## config.mk

```make
export PLATFORM = sky130hd
export DESIGN_NAME = signal_router
export DESIGN_NICKNAME = d
export VERILOG_FILES = /design/src/rtl/signal_router.sv
export SDC_FILE = /design/constraint.sdc
export NUM_CORES = 1
export LEC_CHECK = 0
export ABC_AREA = 0
export CORE_MARGIN = 1.5
export CORE_UTILIZATION = 40
export DETAILED_ROUTE_END_ITERATION = 16
export PLACE_DENSITY = 0.78
export SETUP_SLACK_MARGIN = 0.05
export SLEW_MARGIN = 20
export SYNTH_ARGS = -nofsm -noshare
export SYNTH_HDL_FRONTEND = slang
export SYNTH_SLANG_ARGS = --single-unit
```

## constraint.sdc

```tcl
create_clock -name aclk -period 4.35 [get_ports aclk]
set_clock_uncertainty 0.2 [all_clocks]
set_input_delay 0.6525 -clock aclk [delete_from_list [all_inputs] [get_ports aclk]]
set_output_delay 0.6525 -clock aclk [all_outputs]
set_load 0.01 [all_outputs]
```

## src/rtl/signal_router.sv

```systemverilog
// Registered NUM_IN x NUM_OUT crossbar with a valid/ready reconfiguration handshake.
// Every changeover runs a mute window so outputs never show a mixed or torn selection.
module signal_router #(
  parameter int DATA_WIDTH  = 16,
  parameter int NUM_IN      = 2,
  parameter int NUM_OUT     = 2,
  parameter int SEL_WIDTH   = 1,
  parameter int MUTE_CYCLES = 4,
  parameter int MUTE_MODE   = 0
) (
  input  logic                            aclk,
  input  logic                            aresetn,
  input  logic [NUM_IN*DATA_WIDTH-1:0]    s_data,
  input  logic [NUM_OUT*SEL_WIDTH-1:0]    cfg_sel,
  input  logic                            cfg_valid,
  output logic                            cfg_ready,
  output logic [NUM_OUT*DATA_WIDTH-1:0]   m_data,
  output logic                            busy
);

  localparam int CNT_W = (MUTE_CYCLES > 0) ? $clog2(MUTE_CYCLES + 1) : 1;
  localparam logic [CNT_W-1:0] CNT_LOAD = (MUTE_CYCLES > 0) ? CNT_W'(MUTE_CYCLES - 1) : '0;

  function automatic logic [NUM_OUT*SEL_WIDTH-1:0] default_sel();
    logic [NUM_OUT*SEL_WIDTH-1:0] v;
    v = '0;
    for (int unsigned k = 0; k < NUM_OUT; k++)
      v[k*SEL_WIDTH +: SEL_WIDTH] = SEL_WIDTH'(k % NUM_IN);
    return v;
  endfunction

  localparam logic [NUM_OUT*SEL_WIDTH-1:0] SEL_RESET = default_sel();

  typedef enum logic [1:0] {
    IDLE,
    MUTE,
    APPLY
  } state_t;

  state_t                         state;
  logic [CNT_W-1:0]               cnt;
  logic [NUM_OUT*SEL_WIDTH-1:0]   active_sel;
  logic [NUM_OUT*SEL_WIDTH-1:0]   pending_sel;
  logic [NUM_OUT*DATA_WIDTH-1:0]  routed;

  // A select value with no matching input leaves that output at zero.
  always_comb begin
    routed = '0;
    for (int unsigned k = 0; k < NUM_OUT; k++)
      for (int unsigned i = 0; i < NUM_IN; i++)
        if (active_sel[k*SEL_WIDTH +: SEL_WIDTH] == SEL_WIDTH'(i))
          routed[k*DATA_WIDTH +: DATA_WIDTH] = s_data[i*DATA_WIDTH +: DATA_WIDTH];
  end

  always_ff @(posedge aclk or negedge aresetn) begin
    if (!aresetn) begin
      state       <= IDLE;
      cnt         <= '0;
      active_sel  <= SEL_RESET;
      pending_sel <= SEL_RESET;
      m_data      <= '0;
      cfg_ready   <= 1'b0;
      busy        <= 1'b0;
    end else begin
      case (state)
        IDLE: begin
          m_data <= routed;
          if (cfg_valid && cfg_ready) begin
            pending_sel <= cfg_sel;
            cfg_ready   <= 1'b0;
            busy        <= 1'b1;
            cnt         <= CNT_LOAD;
            state       <= (MUTE_CYCLES > 0) ? MUTE : APPLY;
          end else begin
            cfg_ready <= 1'b1;
            busy      <= 1'b0;
          end
        end
        MUTE: begin
          if (MUTE_MODE != 0) m_data <= '0;
          if (cnt == '0) state <= APPLY;
          else           cnt   <= cnt - 1'b1;
        end
        APPLY: begin
          // All outputs adopt the new selection together on this edge.
          if (MUTE_MODE != 0) m_data <= '0;
          active_sel <= pending_sel;
          cfg_ready  <= 1'b1;
          busy       <= 1'b0;
          state      <= IDLE;
        end
        default: state <= IDLE;
      endcase
    end
  end

endmodule

```

# == After elaboration in Yosys (flattened, before gate mapping) ==
# Cells that the tools add are included.
# op_classes
n_eq_ne,5
mux,12
n_addsub,1
reduce_logical,8
# ops
operator,count
2-to-1 mux 16 bit,2
2-to-1 mux 3 bit,2
"inequality test 2 bit, second input constant",3
case mux 3 bit (2 select lines),1
2-to-1 mux 2 bit,2
case mux 1 bit (2 select lines),2
case mux 2 bit (2 select lines),1
AND reduction 2 bit,2
nonzero test 2 bit,2
zero test 3 bit,1
AND reduction 3 bit,1
"subtractor 3 x 1 -> 3 bit, second input constant",1
"== test 2 x 1 -> 1 bit, second input constant",1
"== test 2 bit, second input constant",1
zero test 2 bit,1
2-to-1 mux 1 bit,2
logical AND 1 bit,1
# word_totals
output_inout_bits,34
regBits,43
wordCells,33

# == Longest topological paths before layout ==
# logic_depth
depth_word,3
mapped_depth,5
mapped_depth_nobuf,5

# == Worst setup path after synthesis ==
# Ideal clock, no wire load.
# synth_path
path_type,input to register
start,input port cfg_valid
end,register cnt[2]
t_required_ps,4026
path_stages,3
path_slack_ps,2764
t_arrival_ps,1262
path_cell_list,and4bb_2 a21oi_2 a211o_1
# synth_via
elab_chain_len,3
# synth_lines
element,line_no,source
from (decl),15,"input logic cfg_valid,"
logical AND 1 bit,68,if (cfg_valid && cfg_ready) begin
inequality test 2 bit (no source line),n/a,
AND reduction 3 bit (no source line),n/a,
to (signal assigned),82,else cnt <= cnt - 1'b1;
to (decl),41,logic [CNT_W-1:0] cnt;
# Every way passes these cells.
# A chain may end at the register's enable or synchronous reset.

# == Final worst setup path ==
# layout_path
start,register m_data[14]
end,output port m_data[14]
# layout_lines
element,line_no,source
from (decl),17,"output logic [NUM_OUT*DATA_WIDTH-1:0] m_data,"
from (signal assigned),67,m_data <= routed;
# No word-level cell between the ends.

==> impl_metrics.yaml <==
clock_tree:
  cts_tree: "built"
  tritoncts.num_buffers: 5
  cts_num_sinks: 43
  cts_hold_buffers: 0
  clock_tree.root_cell: "sky130_fd_sc_hd__clkbuf_8"
  h_tree_lvls: 2
  clkLatencyLatePin_ns: 0.29
  cts_max_path_buffers: 2
  worst_setup_hold_path_clk_slew_ns: 0.08
  postCtsSetupRepairBufs: 0
  post_cts_resized: 0
power_and_ir_drop:
  total_leakage_power_nw: 1.20
  fin_total_pwr_mw: 1.93
  power_per_cell_area_mw_per_mm2: 698
  ir_worst_vdd_uv: 350
die:
  die_area_sq_mm: 0.00538
  initial_core_util_pct: 41.7
  die_width_microns: 73.4
  core-area_sq_mm: 0.00475
  floorplan.io_pins: 71
  die_height_microns: 73.4
  placement_rows: 25
placement:
  io_buffers: 70
  finalWeightedCongestion: 0.746
  placement.setup.worst_slack_ns: 2.26
  dp_hpwl_mm: 2.73
route:
  via_count: 1463
  initialDrtViolationCount: 58
  route.detailed.wl_per_inst_microns: 13.0
  drt.antenna.violating_nets: 0
  routed_via_density: 4.72
  drc: 0
  wl_mm: 4.03
  drt-pass1-iter-count: 2
yosys:
  average_instance_area_after_synthesis_sq_um: 11.3
  synth-edff-count: 0
  synthMostInstantiatedCell: "sky130_fd_sc_hd__dfrtp_1"
  ys_types: 26
  synth.net_count: 215
  synth_flop_cell: "sky130_fd_sc_hd__dfrtp_1"
  synth_top_cells_by_area: "sky130_fd_sc_hd__dfrtp_1 (52%), sky130_fd_sc_hd__mux2i_1 (16%), sky130_fd_sc_hd__o21ai_0 (7.6%), sky130_fd_sc_hd__nand2_1 (6.1%), sky130_fd_sc_hd__dfstp_2 (2.7%)"
  synth_top_cell_by_area: "sky130_fd_sc_hd__dfrtp_1"
  postSynthRegisterBits: 43
  synth_top_cell_area_share_pct: 51.8
  ys_seq_area_share_pct: 54.5
  synthCells: 176
  mappedNetlistArea_sq_mm: 0.00198
  synth_common_cells: "sky130_fd_sc_hd__dfrtp_1 (41), sky130_fd_sc_hd__mux2i_1 (32), sky130_fd_sc_hd__nand2_1 (32), sky130_fd_sc_hd__o21ai_0 (30), sky130_fd_sc_hd__buf_4 (5)"
  asyncSetResetFlopFracSynth_pct: 100
  ys_warn_count: 0
status:
  outcome: "finished, final reports clean"
critical_path:
  setup.worst_path.class: "reg -> out"
  startpoint_of_the_most_critical_setup_path: "m_data[14]"
  rrSetupSlack_ns: 2.52
  cpLargestDelayFamily: "buffers and inverters"
  crit_slowest_cell: "sky130_fd_sc_hd__clkdlybuf4s50_1"
  series_of_cell_instances_along_the_critical_path: "clkdlybuf4s50_1"
  cp-start-kind: "flop"
  critical_path_peak_fanout: 2
  arrival_ns: 1.21
  cp_max_stage_delay_ns: 0.54
  cp_data_required_time_ns: 3.50
  critical_path.reg2reg.endpoint: "m_data[27]"
  critical_path.n_buffers_inverters: 1
  reg2reg_depth: 2
  worst_r2r_src: "state[0]"
  timing.critical_path.to_type: "output pin"
timing:
  postLayoutSetupSlackWorst_ns: 2.29
  tightest_slew_ns: 0.992
  grt_setup_unrepaired: "false"
  fin_tns_setup_ns: 0
  setup_viol: 0
  period_needed_ns: 2.06
  slew-limit-headroom_pct: 33.9
  final-hold-violation-count: 0
  period_share_pct: 47.4
  maxClockFrequency_mhz: 484
  finalMaxSlewViolations: 0
worst_hold_path:
  min-delay-path-class: "reg -> reg"
  hold-path-cell-count: 2
  beginning_of_the_worst_hold_path: "m_data[25]"
  worstHoldEndpoint: "m_data[25]"
global_routing:
  grt_antenna_before_repair: 0
  gr-total-overflow: 0
  grt_pass1_vias: 1463
  pin_count_of_the_biggest_net_entering_global_routing: 65
  gr-usage-all-layers_pct: 16.3
  grt_pass1_wl_mm: 6.71
run:
  maxCapViolCount: 0
finish:
  area.growth.synth_to_final_pct: 39.6
  nets: 281
  antennaDiodeCount: 0
  fraction_of_layout_instances_using_a_drive_strength_above_1_pct: 9.05
[tightest hold or removal path: cells and delay by family, from the launching register on]
family          cells  cell delay [ns]
flops               1             0.34
compound gates      1             0.06
simple gates        1             0.04
[logic make-up after synthesis]
| family | count (synthesis) | share of synthesized area, % |
|---|---|---|
| fa+ha+maj | 2 | 1.26 |
| compound gates | 38 | 10.4 |
| buf+inv | 15 | 5.12 |
| mux | 36 | 18.4 |
| simple gates | 42 | 10.4 |
| flops | 43 | 54.5 |
[layout make-up]
class | count | area [sq um]
sequential | 43 | 1080
clock inverter | 1 | 5.00
clock buffer | 7 | 86.3
multi-input combinational | 118 | 801
tap | 67 | 83.8
timing repair buffer | 70 | 696
fill | 444 | 1990
inverter | 4 | 15.0
[state kept, by name, indices dropped and copies added, names as in the netlist]
register and flops:
pending_sel 2, cfg_ready 1, busy 1, cnt 3, active_sel 2, m_data 32
state 2
[worst max-delay path by stage]
stage | to | cells past startpoint
floorplan | cnt[2] | 3
global placement | cnt[2] | 4
detailed placement | cnt[2] | 4
CTS | m_data[19] | 1
global route | m_data[15] | 1
finish | m_data[14] | 1
[stage by stage]
step | util [%] | hold slack [ns] | area, sq um | instances
5_1_grt | 58.2 | 0.301 | 2770 | 310
6_report | 58.2 | 0.277 | 2770 | 310
4_1_cts | 58.2 | 0.286 | 2770 | 310
2_1_floorplan | - | 0.157 | 1980 | 176
3_3_place_gp | 56.2 | 0.263 | 2670 | 302
3_5_place_dp | 56.2 | 0.269 | 2670 | 302
[where the power goes]
part           switching [mW]  internal [mW]  leakage (nW)
combinational           0.385          0.505         0.633
clock                   0.128          0.128        0.0482
sequential              0.178          0.606         0.519
[cells in the final DEF, fill, tap and decap left out, types with 2 or more instances in the layout]
cell / count
sky130_fd_sc_hd__dfstp_2: 2
sky130_fd_sc_hd__dfrtp_1: 41
sky130_fd_sc_hd__nand2_1: 32
sky130_fd_sc_hd__clkbuf_8: 6
sky130_fd_sc_hd__mux2i_1: 32
sky130_fd_sc_hd__o21ai_0: 30
sky130_fd_sc_hd__and2b_2: 2
sky130_fd_sc_hd__clkdlybuf4s50_1: 69
sky130_fd_sc_hd__ha_1: 2
sky130_fd_sc_hd__inv_1: 4
sky130_fd_sc_hd__a21oi_1: 2
sky130_fd_sc_hd__mux2_2: 4
sky130_fd_sc_hd__o21ai_1: 2
[routing by layer]
layer	vias to the layer above	GRT usage (%)	part of all wire, %
met4	0	7.41	1.8
met5	-	0	0
li1	732	-	-
met1	678	20.5	44
met2	46	26.3	48
met3	7	4.53	5.7
Note: power is estimated with default switching activity, not from simulation.
